===== config.mk =====
export PLATFORM = sky130hd
export DESIGN_NAME = npu_tile_sched_flat
export DESIGN_NICKNAME = d
export VERILOG_FILES = /design/src/rtl/npu_tile_sched_if.sv /design/src/rtl/npu_tile_sched.sv /design/src/flat_wrapper.sv
export SDC_FILE = /design/constraint.sdc
export NUM_CORES = 1
export LEC_CHECK = 0
export CORE_MARGIN = 8
export CORE_UTILIZATION = 51
export CTS_BUF_LIST = sky130_fd_sc_hd__clkbuf_4 sky130_fd_sc_hd__clkbuf_8
export CTS_CLUSTER_SIZE = 30
export DETAILED_ROUTE_END_ITERATION = 8
export GPL_TIMING_DRIVEN = 1
export PLACE_DENSITY_LB_ADDON = 0.12
export RECOVER_POWER = 50
export SLEW_MARGIN = 20
export SYNTH_ARGS = -nofsm -noshare
export SYNTH_HDL_FRONTEND = slang
export SYNTH_SLANG_ARGS = --single-unit

===== constraint.sdc =====
create_clock -name clk -period 7.4 [get_ports clk]
set_input_delay 1.11 -clock clk [delete_from_list [all_inputs] [get_ports clk]]
set_output_delay 1.11 -clock clk [all_outputs]
set_load 0.03 [all_outputs]

===== src/rtl/npu_tile_sched_if.sv =====
// Datapath-side bundle of npu_tile_sched: MAC step presentation and output-tile drain handshake.
// The scheduler is the master; the datapath and memories sit on the slave side.
interface npu_tile_sched_if #(
  parameter int unsigned K        = 5,
  parameter int unsigned NB_TILE  = 4,
  parameter int unsigned NB_TILEB = 6,
  parameter int unsigned NB_TILEC = 16
);
  localparam int unsigned KK = K * K;
  localparam int unsigned WA = $clog2(KK * NB_TILEC);
  localparam int unsigned AA = $clog2(NB_TILE * NB_TILE * NB_TILEB);
  localparam int unsigned KA = $clog2(KK);

  logic          mac_valid;
  logic          mac_ready;
  logic [WA-1:0] w_addr;
  logic [AA-1:0] a_addr;
  logic [KA-1:0] k_idx;
  logic          acc_clr;
  logic          out_valid;
  logic          out_ready;
  logic [AA-1:0] out_tile;

  modport master (
    output mac_valid, w_addr, a_addr, k_idx, acc_clr, out_valid, out_tile,
    input  mac_ready, out_ready
  );

  modport slave (
    input  mac_valid, w_addr, a_addr, k_idx, acc_clr, out_valid, out_tile,
    output mac_ready, out_ready
  );
endinterface


===== src/rtl/npu_tile_sched.sv =====
// Conv-layer tile scheduler: walks output-channel, spatial and input-channel tiles, issuing one
// MAC step per kernel tap with registered weight/activation addresses and an output drain handshake.
module npu_tile_sched #(
  parameter int unsigned W        = 8,
  parameter int unsigned K        = 5,
  parameter int unsigned NB_TILE  = 4,
  parameter int unsigned NB_TILEB = 6,
  parameter int unsigned NB_TILEC = 16,
  parameter int unsigned PIPE_LAT = 2
) (
  input  logic             clk,
  input  logic             rst_n,
  input  logic             start,
  input  logic [2:0]       cfg_tile,
  input  logic [2:0]       cfg_tileb,
  input  logic [4:0]       cfg_tilec,
  npu_tile_sched_if.master dp,
  output logic             busy,
  output logic             done,
  output logic             cfg_err
);
  localparam int unsigned KK = K * K;
  localparam int unsigned WA = $clog2(KK * NB_TILEC);
  localparam int unsigned AA = $clog2(NB_TILE * NB_TILE * NB_TILEB);
  localparam int unsigned KA = $clog2(KK);
  // Degenerate settings fall back to a single WAIT cycle so out_valid is still registered.
  localparam int unsigned PipeLat = (PIPE_LAT == 0 || W == 0) ? 1 : PIPE_LAT;
  localparam int unsigned LW = $clog2(PipeLat + 1);

  typedef enum logic [2:0] {StIdle, StClr, StMac, StWait, StOut, StDone} state_e;

  state_e        state_q;
  logic [2:0]    cfg_tile_q, cfg_tileb_q;
  logic [4:0]    cfg_tilec_q;
  logic [KA-1:0] k_q;
  logic [2:0]    b_q, tx_q, ty_q;
  logic [4:0]    c_q;
  logic [LW-1:0] wait_q;
  logic [WA-1:0] w_addr_q;
  logic [AA-1:0] a_addr_q, out_tile_q;
  logic          mac_valid_q, acc_clr_q, out_valid_q, busy_q, done_q, cfg_err_q;

  logic          cfg_legal, tx_last, ty_last, c_last, last_tile;
  logic [2:0]    tx_n, ty_n;
  logic [4:0]    c_n;
  logic [WA-1:0] w_base_n;
  logic [AA-1:0] a_base_n, tile_idx;

  always_comb begin
    cfg_legal = (cfg_tile  != 3'd0) && (32'(cfg_tile)  <= NB_TILE)  &&
                (cfg_tileb != 3'd0) && (32'(cfg_tileb) <= NB_TILEB) &&
                (cfg_tilec != 5'd0) && (32'(cfg_tilec) <= NB_TILEC);
    tx_last   = (tx_q == cfg_tile_q - 3'd1);
    ty_last   = (ty_q == cfg_tile_q - 3'd1);
    c_last    = (c_q == cfg_tilec_q - 5'd1);
    last_tile = tx_last && ty_last && c_last;
    tx_n      = tx_last ? 3'd0 : tx_q + 3'd1;
    ty_n      = tx_last ? (ty_last ? 3'd0 : ty_q + 3'd1) : ty_q;
    c_n       = (tx_last && ty_last) ? c_q + 5'd1 : c_q;
    // Base addresses of the tile that follows the one being drained.
    w_base_n  = WA'(32'(c_n) * KK);
    a_base_n  = AA'((32'(ty_n) * 32'(cfg_tile_q) + 32'(tx_n)) * 32'(cfg_tileb_q));
    tile_idx  = AA'((32'(c_q) * 32'(cfg_tile_q) + 32'(ty_q)) * 32'(cfg_tile_q) + 32'(tx_q));
  end

  always_ff @(posedge clk or negedge rst_n) begin
    if (!rst_n) begin
      state_q     <= StIdle;
      cfg_tile_q  <= '0;
      cfg_tileb_q <= '0;
      cfg_tilec_q <= '0;
      k_q         <= '0;
      b_q         <= '0;
      tx_q        <= '0;
      ty_q        <= '0;
      c_q         <= '0;
      wait_q      <= '0;
      w_addr_q    <= '0;
      a_addr_q    <= '0;
      out_tile_q  <= '0;
      mac_valid_q <= 1'b0;
      acc_clr_q   <= 1'b0;
      out_valid_q <= 1'b0;
      busy_q      <= 1'b0;
      done_q      <= 1'b0;
      cfg_err_q   <= 1'b0;
    end else begin
      cfg_err_q <= 1'b0;
      case (state_q)
        StIdle: begin
          if (start) begin
            if (cfg_legal) begin
              cfg_tile_q  <= cfg_tile;
              cfg_tileb_q <= cfg_tileb;
              cfg_tilec_q <= cfg_tilec;
              k_q         <= '0;
              b_q         <= '0;
              tx_q        <= '0;
              ty_q        <= '0;
              c_q         <= '0;
              w_addr_q    <= '0;
              a_addr_q    <= '0;
              acc_clr_q   <= 1'b1;
              busy_q      <= 1'b1;
              state_q     <= StClr;
            end else begin
              cfg_err_q <= 1'b1;
            end
          end
        end
        StClr: begin
          acc_clr_q   <= 1'b0;
          mac_valid_q <= 1'b1;
          state_q     <= StMac;
        end
        StMac: begin
          if (dp.mac_ready) begin
            if (k_q == KA'(KK - 1)) begin
              if (b_q == cfg_tileb_q - 3'd1) begin
                // Addresses hold their last values through WAIT/OUT.
                b_q         <= '0;
                mac_valid_q <= 1'b0;
                wait_q      <= '0;
                state_q     <= StWait;
              end else begin
                k_q      <= '0;
                b_q      <= b_q + 3'd1;
                w_addr_q <= w_addr_q - WA'(KK - 1);
                a_addr_q <= a_addr_q + AA'(1);
              end
            end else begin
              k_q      <= k_q + KA'(1);
              w_addr_q <= w_addr_q + WA'(1);
            end
          end
        end
        StWait: begin
          if (wait_q == LW'(PipeLat - 1)) begin
            out_valid_q <= 1'b1;
            out_tile_q  <= tile_idx;
            state_q     <= StOut;
          end else begin
            wait_q <= wait_q + LW'(1);
          end
        end
        StOut: begin
          if (dp.out_ready) begin
            out_valid_q <= 1'b0;
            tx_q        <= tx_n;
            ty_q        <= ty_n;
            c_q         <= c_n;
            if (last_tile) begin
              done_q  <= 1'b1;
              state_q <= StDone;
            end else begin
              k_q       <= '0;
              b_q       <= '0;
              w_addr_q  <= w_base_n;
              a_addr_q  <= a_base_n;
              acc_clr_q <= 1'b1;
              state_q   <= StClr;
            end
          end
        end
        StDone: begin
          done_q  <= 1'b0;
          busy_q  <= 1'b0;
          tx_q    <= '0;
          ty_q    <= '0;
          c_q     <= '0;
          state_q <= StIdle;
        end
        default: state_q <= StIdle;
      endcase
    end
  end

  assign dp.mac_valid = mac_valid_q;
  assign dp.w_addr    = w_addr_q;
  assign dp.a_addr    = a_addr_q;
  assign dp.k_idx     = k_q;
  assign dp.acc_clr   = acc_clr_q;
  assign dp.out_valid = out_valid_q;
  assign dp.out_tile  = out_tile_q;
  assign busy         = busy_q;
  assign done         = done_q;
  assign cfg_err      = cfg_err_q;
endmodule


===== src/flat_wrapper.sv =====
// flat-port wrapper written by rule: the top's interface ports become plain ports
module npu_tile_sched_flat 
#(
  parameter int unsigned W        = 8,
  parameter int unsigned K        = 5,
  parameter int unsigned NB_TILE  = 4,
  parameter int unsigned NB_TILEB = 6,
  parameter int unsigned NB_TILEC = 16,
  parameter int unsigned PIPE_LAT = 2
)
  (clk, rst_n, start, cfg_tile, cfg_tileb, cfg_tilec, busy, done, cfg_err, dp_mac_valid, dp_w_addr, dp_a_addr, dp_k_idx, dp_acc_clr, dp_out_valid, dp_out_tile, dp_mac_ready, dp_out_ready);
  npu_tile_sched_if #(.K(K), .NB_TILE(NB_TILE), .NB_TILEB(NB_TILEB), .NB_TILEC(NB_TILEC)) dp_i ();
  input  logic clk;
  input  logic rst_n;
  input  logic start;
  input  logic [2:0] cfg_tile;
  input  logic [2:0] cfg_tileb;
  input  logic [4:0] cfg_tilec;
  output logic busy;
  output logic done;
  output logic cfg_err;
  output wire logic [$bits(dp_i.mac_valid)-1:0] dp_mac_valid;
  output wire logic [$bits(dp_i.w_addr)-1:0] dp_w_addr;
  output wire logic [$bits(dp_i.a_addr)-1:0] dp_a_addr;
  output wire logic [$bits(dp_i.k_idx)-1:0] dp_k_idx;
  output wire logic [$bits(dp_i.acc_clr)-1:0] dp_acc_clr;
  output wire logic [$bits(dp_i.out_valid)-1:0] dp_out_valid;
  output wire logic [$bits(dp_i.out_tile)-1:0] dp_out_tile;
  input wire logic [$bits(dp_i.mac_ready)-1:0] dp_mac_ready;
  input wire logic [$bits(dp_i.out_ready)-1:0] dp_out_ready;
  assign dp_mac_valid = dp_i.mac_valid;
  assign dp_w_addr = dp_i.w_addr;
  assign dp_a_addr = dp_i.a_addr;
  assign dp_k_idx = dp_i.k_idx;
  assign dp_acc_clr = dp_i.acc_clr;
  assign dp_out_valid = dp_i.out_valid;
  assign dp_out_tile = dp_i.out_tile;
  assign dp_i.mac_ready = dp_mac_ready;
  assign dp_i.out_ready = dp_out_ready;
  npu_tile_sched #(.W(W), .K(K), .NB_TILE(NB_TILE), .NB_TILEB(NB_TILEB), .NB_TILEC(NB_TILEC), .PIPE_LAT(PIPE_LAT)) u_core (.clk(clk), .rst_n(rst_n), .start(start), .cfg_tile(cfg_tile), .cfg_tileb(cfg_tileb), .cfg_tilec(cfg_tilec), .dp(dp_i), .busy(busy), .done(done), .cfg_err(cfg_err));
endmodule

Word level (Yosys, flattened, before mapping)

Index checks and enable logic that the tools add are counted.
W data, S select, Z words.

Bits in registers: 64

Equal/unequal tests: 23
Multiply operators: 5
$add $sub $neg: 15
Muxes and demuxes: 75
Magnitude comparators: 3
Reductions and logical operators: 32

Operator list:

| cell                  | count |
|---|---|
| $mul A32 B3 Y7        | 2 |
| $mux W9               | 7 |
| $mux W3               | 20 |
| $mux W7               | 7 |
| $mux W5               | 9 |
| $pmux W5 S3           | 2 |
| $pmux W3 S3           | 3 |
| $pmux W9 S3           | 1 |
| $pmux W7 S3           | 1 |
| $reduce_and A7 Y1     | 3 |
| $pmux W3 S5           | 1 |
| $reduce_bool A3 Y1    | 5 |
| $mux W1               | 14 |
| $ne A2 B2 Y1 const B  | 6 |
| $reduce_and A3 Y1     | 4 |
| $add A5 B1 Y5 const B | 2 |
| $ne A2 B1 Y1 const B  | 5 |
| $reduce_and A5 Y1     | 2 |
| $reduce_bool A2 Y1    | 5 |
| $add A3 B1 Y3 const B | 3 |
| $add A8 B3 Y9         | 1 |
| $add A9 B1 Y9 const B | 1 |
| $eq A3 B3 Y1          | 3 |
| $mul A5 B5 Y9 const B | 1 |
| 28 further kinds      | 45 |

Longest topological paths before layout

Gate-level depths: netlist of the first run.

Depth in word-level cells: 10
Mapped depth: 28
Mapped depth without buffers: 27

Least setup slack after synthesis of the first run

OpenSTA, ideal clock, no wires.

Kind: reg2reg
From: register u_core.cfg_tile_q[0]
To: register u_core.a_addr_q[6], in the netlist u_core.dp.a_addr[6]
Buffers on the path: 1
Cell stages (with the launch flop): 28
Data required time: 7.318 ns
Library setup time: 0.082 ns
Setup slack: 1.521 ns
Arrival: 5.796 ns
Cell sequence: dfrtp_1 -> buf_2 -> inv_1 -> ha_1 -> xor2_1 -> nand2_1 -> nor2_1 -> nand2_1 -> xnor2_1 -> nor2_1 -> nand2_1 -> fa_1 -> inv_1 -> fa_1 -> inv_1 -> fa_1 -> nand2b_1 -> fa_1 -> inv_1 -> ha_1 -> fa_1 -> a21o_1 -> a21oi_1 -> xor2_1 -> xnor2_1 -> xnor2_1 -> a21oi_1 -> o22ai_1

Cells in the longest elaborated chain, start to end: 10
Elaborated cells between the ends (all ways): 16

Ends and longest elaborated chain:

| what                     | line                                       | source |
|---|---|---|
| start: declaration       | npu_tile_sched.sv:33                       | `logic [2:0] cfg_tile_q, cfg_tileb_q;` |
| start signal: assignment | npu_tile_sched.sv:93                       | `cfg_tile_q <= cfg_tile;` |
| $sub A3 B1 Y3            | npu_tile_sched.sv:53, npu_tile_sched.sv:54 |  |
| $eq A3 B3 Y1             | npu_tile_sched.sv:54                       | `ty_last = (ty_q == cfg_tile_q - 3'd1);` |
| $mux W3 (2 in a row)     | npu_tile_sched.sv:58                       | `ty_n = tx_last ? (ty_last ? 3'd0 : ty_q + 3'd1) : ty_q;` |
| $mul A3 B3 Y6            | npu_tile_sched.sv:62                       | `a_base_n = AA'((32'(ty_n) * 32'(cfg_tile_q) + 32'(tx_n)) * 32'(cfg_tileb_q));` |
| $add A6 B3 Y7            | npu_tile_sched.sv:62                       |  |
| $mul A32 B3 Y7           | npu_tile_sched.sv:62                       |  |
| $mux W7                  | npu_tile_sched.sv:152                      | `if (last_tile) begin` |
| $mux W7                  | npu_tile_sched.sv:147                      | `if (dp.out_ready) begin` |
| $pmux W7 S3              | npu_tile_sched.sv:89                       | `case (state_q)` |
| end signal: assignment   | npu_tile_sched.sv:129                      | `a_addr_q <= a_addr_q + AA'(1);` |
| end signal: assignment   | npu_tile_sched.sv:159                      | `a_addr_q <= a_base_n;` |
| end: declaration         | npu_tile_sched.sv:40                       | `logic [AA-1:0] a_addr_q, out_tile_q;` |

Several ways; a longest one is shown, not always the timed one. The select of a mux whose other input is x is not followed.
A chain may end at the register's enable or synchronous reset.

Worst setup path in the final report of the first run

Same ends and word-level chain as after synthesis.

==> results of run 1 <==
==> cells in the final DEF, fill, tap and decap left out, drive strengths merged, types with 12 or more instances in the layout <==
cell	count
mux2	20
nor3	21
nand2b	13
inv	52
ha	65
o21ai	40
dlygate4sd3	12
xor2	15
nand2	57
clkdlybuf4s50	36
and2	29
fa	20
nor2	35
dfrtp	64
xnor2	34
a21oi	28
==> power groups by stage <==
| stage | clock, uW | combinational, uW | sequential, uW |
|---|---|---|---|
| floorplan | 0 | 675 | 556 |
| global placement | 0 | 873 | 568 |
| detailed placement | 0 | 895 | 572 |
| CTS | 299 | 904 | 567 |
| global route | 311 | 998 | 588 |
| finish | 289 | 893 | 568 |
==> area by class of cell <==
cell class	count	area, sq um	area share
multi-input combinational	478	3780	0.588
sequential	64	1600	0.249
timing repair buffer	52	504	0.0784
inverter	51	191	0.0298
tap	140	175	0.0272
clock buffer	10	138	0.0214
clock inverter	6	43.8	0.00681
==> registers in the layout, summed over array words and instances (netlist names), 3 cells and up <==
name	cells
u_core.dp.a_addr	7
u_core.b_q	3
u_core.dp.k_idx	5
u_core.ty_q	3
u_core.cfg_tile_q	3
u_core.cfg_tileb_q	3
u_core.cfg_tilec_q	5
u_core.dp.out_tile	7
u_core.dp.w_addr	9
u_core.tx_q	3
u_core.state_q	3
u_core.c_q	5
==> layer usage <==
metal	vias to the layer above	routed length (um)	GRT usage
li1	2215	-	-
met1	2171	5930	0.242
met2	83	6270	0.308
met3	20	554	0.0412
met4	0	301	0.0817
met5	-	0	0
==> cell families after synthesis <==
kind of cell,Yosys count,synth area share
simple gates,201,0.180
compound gates,117,0.138
fa+ha+maj,85,0.213
buf+inv,77,0.0568
flops,64,0.281
xor+xnor,51,0.0847
mux,24,0.0465
==> cell usage after synthesis (16+ instances only) <==
library cell	number
nor3_1	21
inv_1	51
and2_1	29
mux2_2	20
dfrtp_1	64
fa_1	20
nor2_1	35
a21oi_1	28
nand2_1	57
xnor2_1	33
ha_1	65
clkbuf_1	16
o21ai_0	34
==> worst max-delay path by stage <==
| stage | endpoint | slack [ns] | start | cells past startpoint |
|---|---|---|---|---|
| 2_1_floorplan | u_core.dp.a_addr[6]$_DFFE_PN0P_ | 1.52 | u_core.cfg_tile_q[0]$_DFFE_PN0P_ | 27 |
| 3_3_place_gp | u_core.dp.a_addr[6]$_DFFE_PN0P_ | 0.86 | u_core.cfg_tile_q[0]$_DFFE_PN0P_ | 25 |
| 3_5_place_dp | u_core.dp.a_addr[6]$_DFFE_PN0P_ | 0.57 | u_core.cfg_tile_q[0]$_DFFE_PN0P_ | 25 |
| 4_1_cts | u_core.dp.a_addr[6]$_DFFE_PN0P_ | 0.57 | u_core.cfg_tile_q[0]$_DFFE_PN0P_ | 25 |
| 5_1_grt | u_core.dp.a_addr[6]$_DFFE_PN0P_ | 0.10 | u_core.cfg_tile_q[0]$_DFFE_PN0P_ | 25 |
| 6_report | u_core.dp.a_addr[6]$_DFFE_PN0P_ | 0.58 | u_core.cfg_tile_q[0]$_DFFE_PN0P_ | 25 |
==> per-stage QoR <==
step	hold slack (ns)	total power (uW)	cells	instance area [sq um]	setup slack, ns
6_report	0.485	1750	801	6430	0.583
4_1_cts	0.496	1770	801	6440	0.565
2_1_floorplan	0.496	1230	619	5700	1.52
5_1_grt	0.517	1900	801	6430	0.101
3_3_place_gp	0.470	1440	785	6260	0.858
3_5_place_dp	0.479	1470	785	6260	0.565
==> critical path: cells and delay by family, from the launching register on <==
kind | cells | cell delay (ns)
adder cells (fa/ha/maj) | 6 | 2.23
AND/OR/NAND/NOR | 4 | 0.79
flip-flops | 1 | 0.66
AO/OA/AOI/OAI | 7 | 1.88
buffers and inverters | 3 | 0.34
XOR/XNOR | 5 | 0.86
==> results.sh, run 1 <==
export IMPL_grt_pass1_wl_mm=22.7
export IMPL_final_util=0.591
export IMPL_switching_share=0.465
export IMPL_worst_pin_slew_ns=3.58
export IMPL_clockBufferDepth=2
export IMPL_antenna_found_initial=0
export IMPL_cts_sinks=64
export IMPL_outcome="complete, but fails checks"
export IMPL_grt_setup_unrepaired="false"
export IMPL_p_sw_uw=815
export IMPL_holdCritStartpoint="u_core.dp.out_tile[6]$_DFFE_PN0P_"
export IMPL_failed_checks="capacitance limit, slew limit"
export IMPL_maxClockFrequency_mhz=147
export IMPL_post_drt_via_cell_ratio=5.60
export IMPL_yosysTopAreaCell="dfrtp_1"
export IMPL_clockPowerShare=0.165
export IMPL_period_share=0.921
export IMPL_cellLeakagePower_uw=0.00317
export IMPL_dieArea_sq_mm=0.0148
export IMPL_clock_root_buffer="clkbuf_8"
export IMPL_critPathSlowestCell="a2111oi_4"
export IMPL_wl_per_cell_um=16.3
export IMPL_path_max_fanout=16
export IMPL_yosys_warnings=0
export IMPL_hold_path_class="reg2reg"
export IMPL_drtAntennaViolNets=0
export IMPL_io_buffer_count=49
export IMPL_syn_avg_cell_area_sq_um=9.21
export IMPL_gp_congestion=0.833
export IMPL_slew_violations=65
export IMPL_totalWireLength_mm=13.1
export IMPL_grt_overflow_total=0
export IMPL_drtPass1Iterations=4
export IMPL_cellPowerDensity_mw_per_mm2=272
export IMPL_p_int_uw=936
export IMPL_rr_worst_depth=25
export IMPL_io_pins=50
export IMPL_synthToLayoutAreaGrowth_pct=12.9
export IMPL_cp_data_required_time_ns=7.69
export IMPL_cp_end_kind="flip-flop"
export IMPL_drive_gt1_frac=0.0832
export IMPL_cap_violations=1
export IMPL_ir_drop_uv=204
export IMPL_synth_nets=720
export IMPL_core_area_sq_mm=0.0109
export IMPL_setup_tns_ns=0
export IMPL_hold_violations=0
export IMPL_combinationalPowerShare=0.510
export IMPL_critPathKind="reg2reg"
export IMPL_clk_latency_ns=0.36
export IMPL_cts_hold_buffers=0
export IMPL_cts_tree="done"
export IMPL_critical_path_reg2reg_endpoint="u_core.dp.a_addr[6]$_DFFE_PN0P_"
export IMPL_cts_setup_buffers=0
export IMPL_min_to="u_core.dp.out_tile[6]$_DFFE_PN0P_"
export IMPL_grtUsageTotal=0.191
export IMPL_antenna_cells=0
export IMPL_grt_max_degree=65
export IMPL_setup_viol=0
export IMPL_r2r_slack_ns=0.58
export IMPL_fin_nets=757
export IMPL_crit_arrival_ns=7.10
export IMPL_fin_worst_skew_ns=0.0169
export IMPL_chipWidth_um=122
export IMPL_period_minus_slack_ns=6.82
export IMPL_slew_headroom=-1.39
export IMPL_yosysUniqueCellTypes=64
export IMPL_async_flop_share=1.00
export IMPL_hold_depth=2
export IMPL_ctsHtreeMaxLevel=3
export IMPL_synth_area_sq_mm=0.00570
export IMPL_synthTopCellsByArea="dfrtp_1 (28%), ha_1 (14%), fa_1 (7.0%)"
export IMPL_cts_resized=0
export IMPL_yosysTopAreaCellShare=0.281
export IMPL_die_y_um=122
export IMPL_clkTransAtPathRegs_ns=0.08
export IMPL_start_kind="flip-flop"
export IMPL_max_stage_delay_ns=0.81
export IMPL_row_count=38
export IMPL_start_util=0.524
export IMPL_initialDrtViolationCount=216
export IMPL_ys_ff_latch=64
export IMPL_pwr_share_seq=0.325
export IMPL_ys_flop_type="dfrtp_1"
export IMPL_r2r_start="u_core.cfg_tile_q[0]$_DFFE_PN0P_"
export IMPL_fillers=964
export IMPL_grt_pass1_vias=4649
export IMPL_dpl_hpwl_mm=10.0
export IMPL_syn_inst=619
export IMPL_synth_edff_count=0
export IMPL_cts_buffers=9
export IMPL_drc=0
export IMPL_num_vias=4489
export IMPL_seq_area_frac_synth=0.281
Note: power is estimated with default switching activity, not from simulation.
==> run 2, diff against run 1 <==
- HOLD_SLACK_MARGIN: default -> 0.03
- MAX_ROUTING_LAYER: default -> met4
==> results.sh, run 2 (same netlist as run 1, synthesis figures left out) <==
export IMPL_drtPass1Iterations=5
export IMPL_r2r_start="u_core.cfg_tile_q[0]$_DFFE_PN0P_"
export IMPL_io_buffer_count=49
export IMPL_grtUsageTotal=0.196
export IMPL_cts_resized=0
export IMPL_gp_congestion=0.846
export IMPL_slew_violations=65
export IMPL_failed_checks="capacitance limit, slew limit"
export IMPL_setup_tns_ns=0
export IMPL_outcome="complete, but fails checks"
export IMPL_max_stage_delay_ns=0.81
export IMPL_fin_nets=757
export IMPL_mostFrequentLayoutCell="ha_1"
export IMPL_hold_path_class="reg2reg"
export IMPL_cellLeakagePower_uw=0.00316
export IMPL_cp_data_required_time_ns=7.69
export IMPL_synthToLayoutAreaGrowth_pct=12.9
export IMPL_cellPowerDensity_mw_per_mm2=272
export IMPL_drtAntennaViolNets=0
export IMPL_fin_worst_skew_ns=0.0155
export IMPL_slew_headroom=-1.40
export IMPL_totalWireLength_mm=13.1
export IMPL_drc=0
export IMPL_antenna_cells=0
export IMPL_cts_sinks=64
export IMPL_grt_pass1_vias=4661
export IMPL_ctsHtreeMaxLevel=3
export IMPL_clock_root_buffer="clkbuf_8"
export IMPL_grt_pass1_wl_mm=22.7
export IMPL_hold_violations=0
export IMPL_start_util=0.524
export IMPL_cts_setup_buffers=0
export IMPL_maxClockFrequency_mhz=147
export IMPL_num_vias=4493
export IMPL_clk_latency_ns=0.36
export IMPL_multiInputGateArea_sq_mm=0.00378
export IMPL_dieArea_sq_mm=0.0148
export IMPL_critPathLaunch="u_core.cfg_tile_q[0]$_DFFE_PN0P_"
export IMPL_cts_tree="done"
export IMPL_chipWidth_um=122
export IMPL_initialDrtViolationCount=214
export IMPL_grt_overflow_total=0
export IMPL_io_pins=50
export IMPL_post_drt_via_cell_ratio=5.61
export IMPL_mostFrequentLayoutCells="ha_1 (65), dfrtp_1 (64), nand2_1 (57), inv_1 (51), clkdlybuf4s50_1 (36)"
export IMPL_critPathSlowestCell="a2111oi_4"
export IMPL_fillers=964
export IMPL_holdCritStartpoint="u_core.dp.out_tile[6]$_DFFE_PN0P_"
export IMPL_row_count=38
export IMPL_clkTransAtPathRegs_ns=0.08
export IMPL_critPathKind="reg2reg"
export IMPL_cts_hold_buffers=0
export IMPL_drive_gt1_frac=0.0832
export IMPL_grt_setup_unrepaired="false"
export IMPL_ir_drop_uv=204
export IMPL_clockBufferDepth=2
export IMPL_period_share=0.922
export IMPL_largest_register_ffs=9
export IMPL_start_kind="flip-flop"
export IMPL_wl_per_cell_um=16.4
export IMPL_grt_max_degree=65
export IMPL_path_max_fanout=16
export IMPL_worst_pin_slew_ns=3.60
export IMPL_crit_arrival_ns=7.11
export IMPL_antenna_found_initial=0
export IMPL_period_minus_slack_ns=6.83
export IMPL_final_util=0.591
export IMPL_cap_violations=1
export IMPL_cp_end_kind="flip-flop"
export IMPL_dpl_hpwl_mm=10.0
export IMPL_seq_area_sq_mm=0.00160
export IMPL_cts_buffers=9
export IMPL_core_area_sq_mm=0.0109
export IMPL_die_y_um=122
export IMPL_setup_viol=0
==> run 2: cell type report <==
type	instances	share of cell area
multi-input cells	478	0.588
inverters	51	0.0298
well taps	140	0.0272
flip-flops and latches	64	0.249
clock inverters	6	0.00681
clock buffers	10	0.0214
repair buffers	52	0.0784
==> run 2: stage by stage <==
stage | hold slack, ns | power [uW] | std cells | worst slack (ns) | area, sq um
after floorplan | 0.496 | 1230 | 619 | 1.52 | 5700
after global placement | 0.470 | 1440 | 785 | 0.858 | 6260
after detailed placement | 0.479 | 1470 | 785 | 0.565 | 6260
after CTS | 0.496 | 1770 | 801 | 0.565 | 6440
after global routing | 0.517 | 1900 | 801 | 0.102 | 6430
final | 0.485 | 1750 | 801 | 0.575 | 6430
==> run 2: critical path, delay by kind of cell, from the launching register on <==
kind                       cells  cell delay [ns]
AOI/OAI and AO/OA              7             1.88
buffers and inverters          3             0.34
DFF                            1             0.66
xor gates and xnor gates       5             0.86
adders and majority gates      6             2.23
and+or+nand+nor                4             0.79
==> run 2: metal layers <==
metal	track usage	up-vias	wire, um
met4	0.0817	0	278
li1	-	2207	-
met1	0.247	2174	6010
met5	-	-	0
met3	0.0305	17	482
met2	0.308	95	6350
==> run 2: power breakdown <==
group,internal (uW),leakage [uW],total [uW],switching (uW)
Sequential,429,0.000850,568,139
Combinational,375,0.00222,894,519
Clock,132,0.0000926,289,157
Total,936,0.00316,1750,815
==> run 2: path summary, 6_finish.rpt <==
check | slack [ns] | end | cells after the start
min in group asynchronous | 2.08 | u_core.ty_q[2]$_DFFE_PN0P_ | 2
setup reg to reg | 0.57 | u_core.dp.a_addr[6]$_DFFE_PN0P_ | 25
hold reg to reg | 0.49 | u_core.dp.out_tile[6]$_DFFE_PN0P_ | 2
setup / recovery | 0.57 | u_core.dp.a_addr[6]$_DFFE_PN0P_ | 25
hold / removal | 0.49 | u_core.dp.out_tile[6]$_DFFE_PN0P_ | 2
max in group asynchronous | 3.28 | u_core.dp.k_idx[0]$_DFFE_PN0P_ | 2
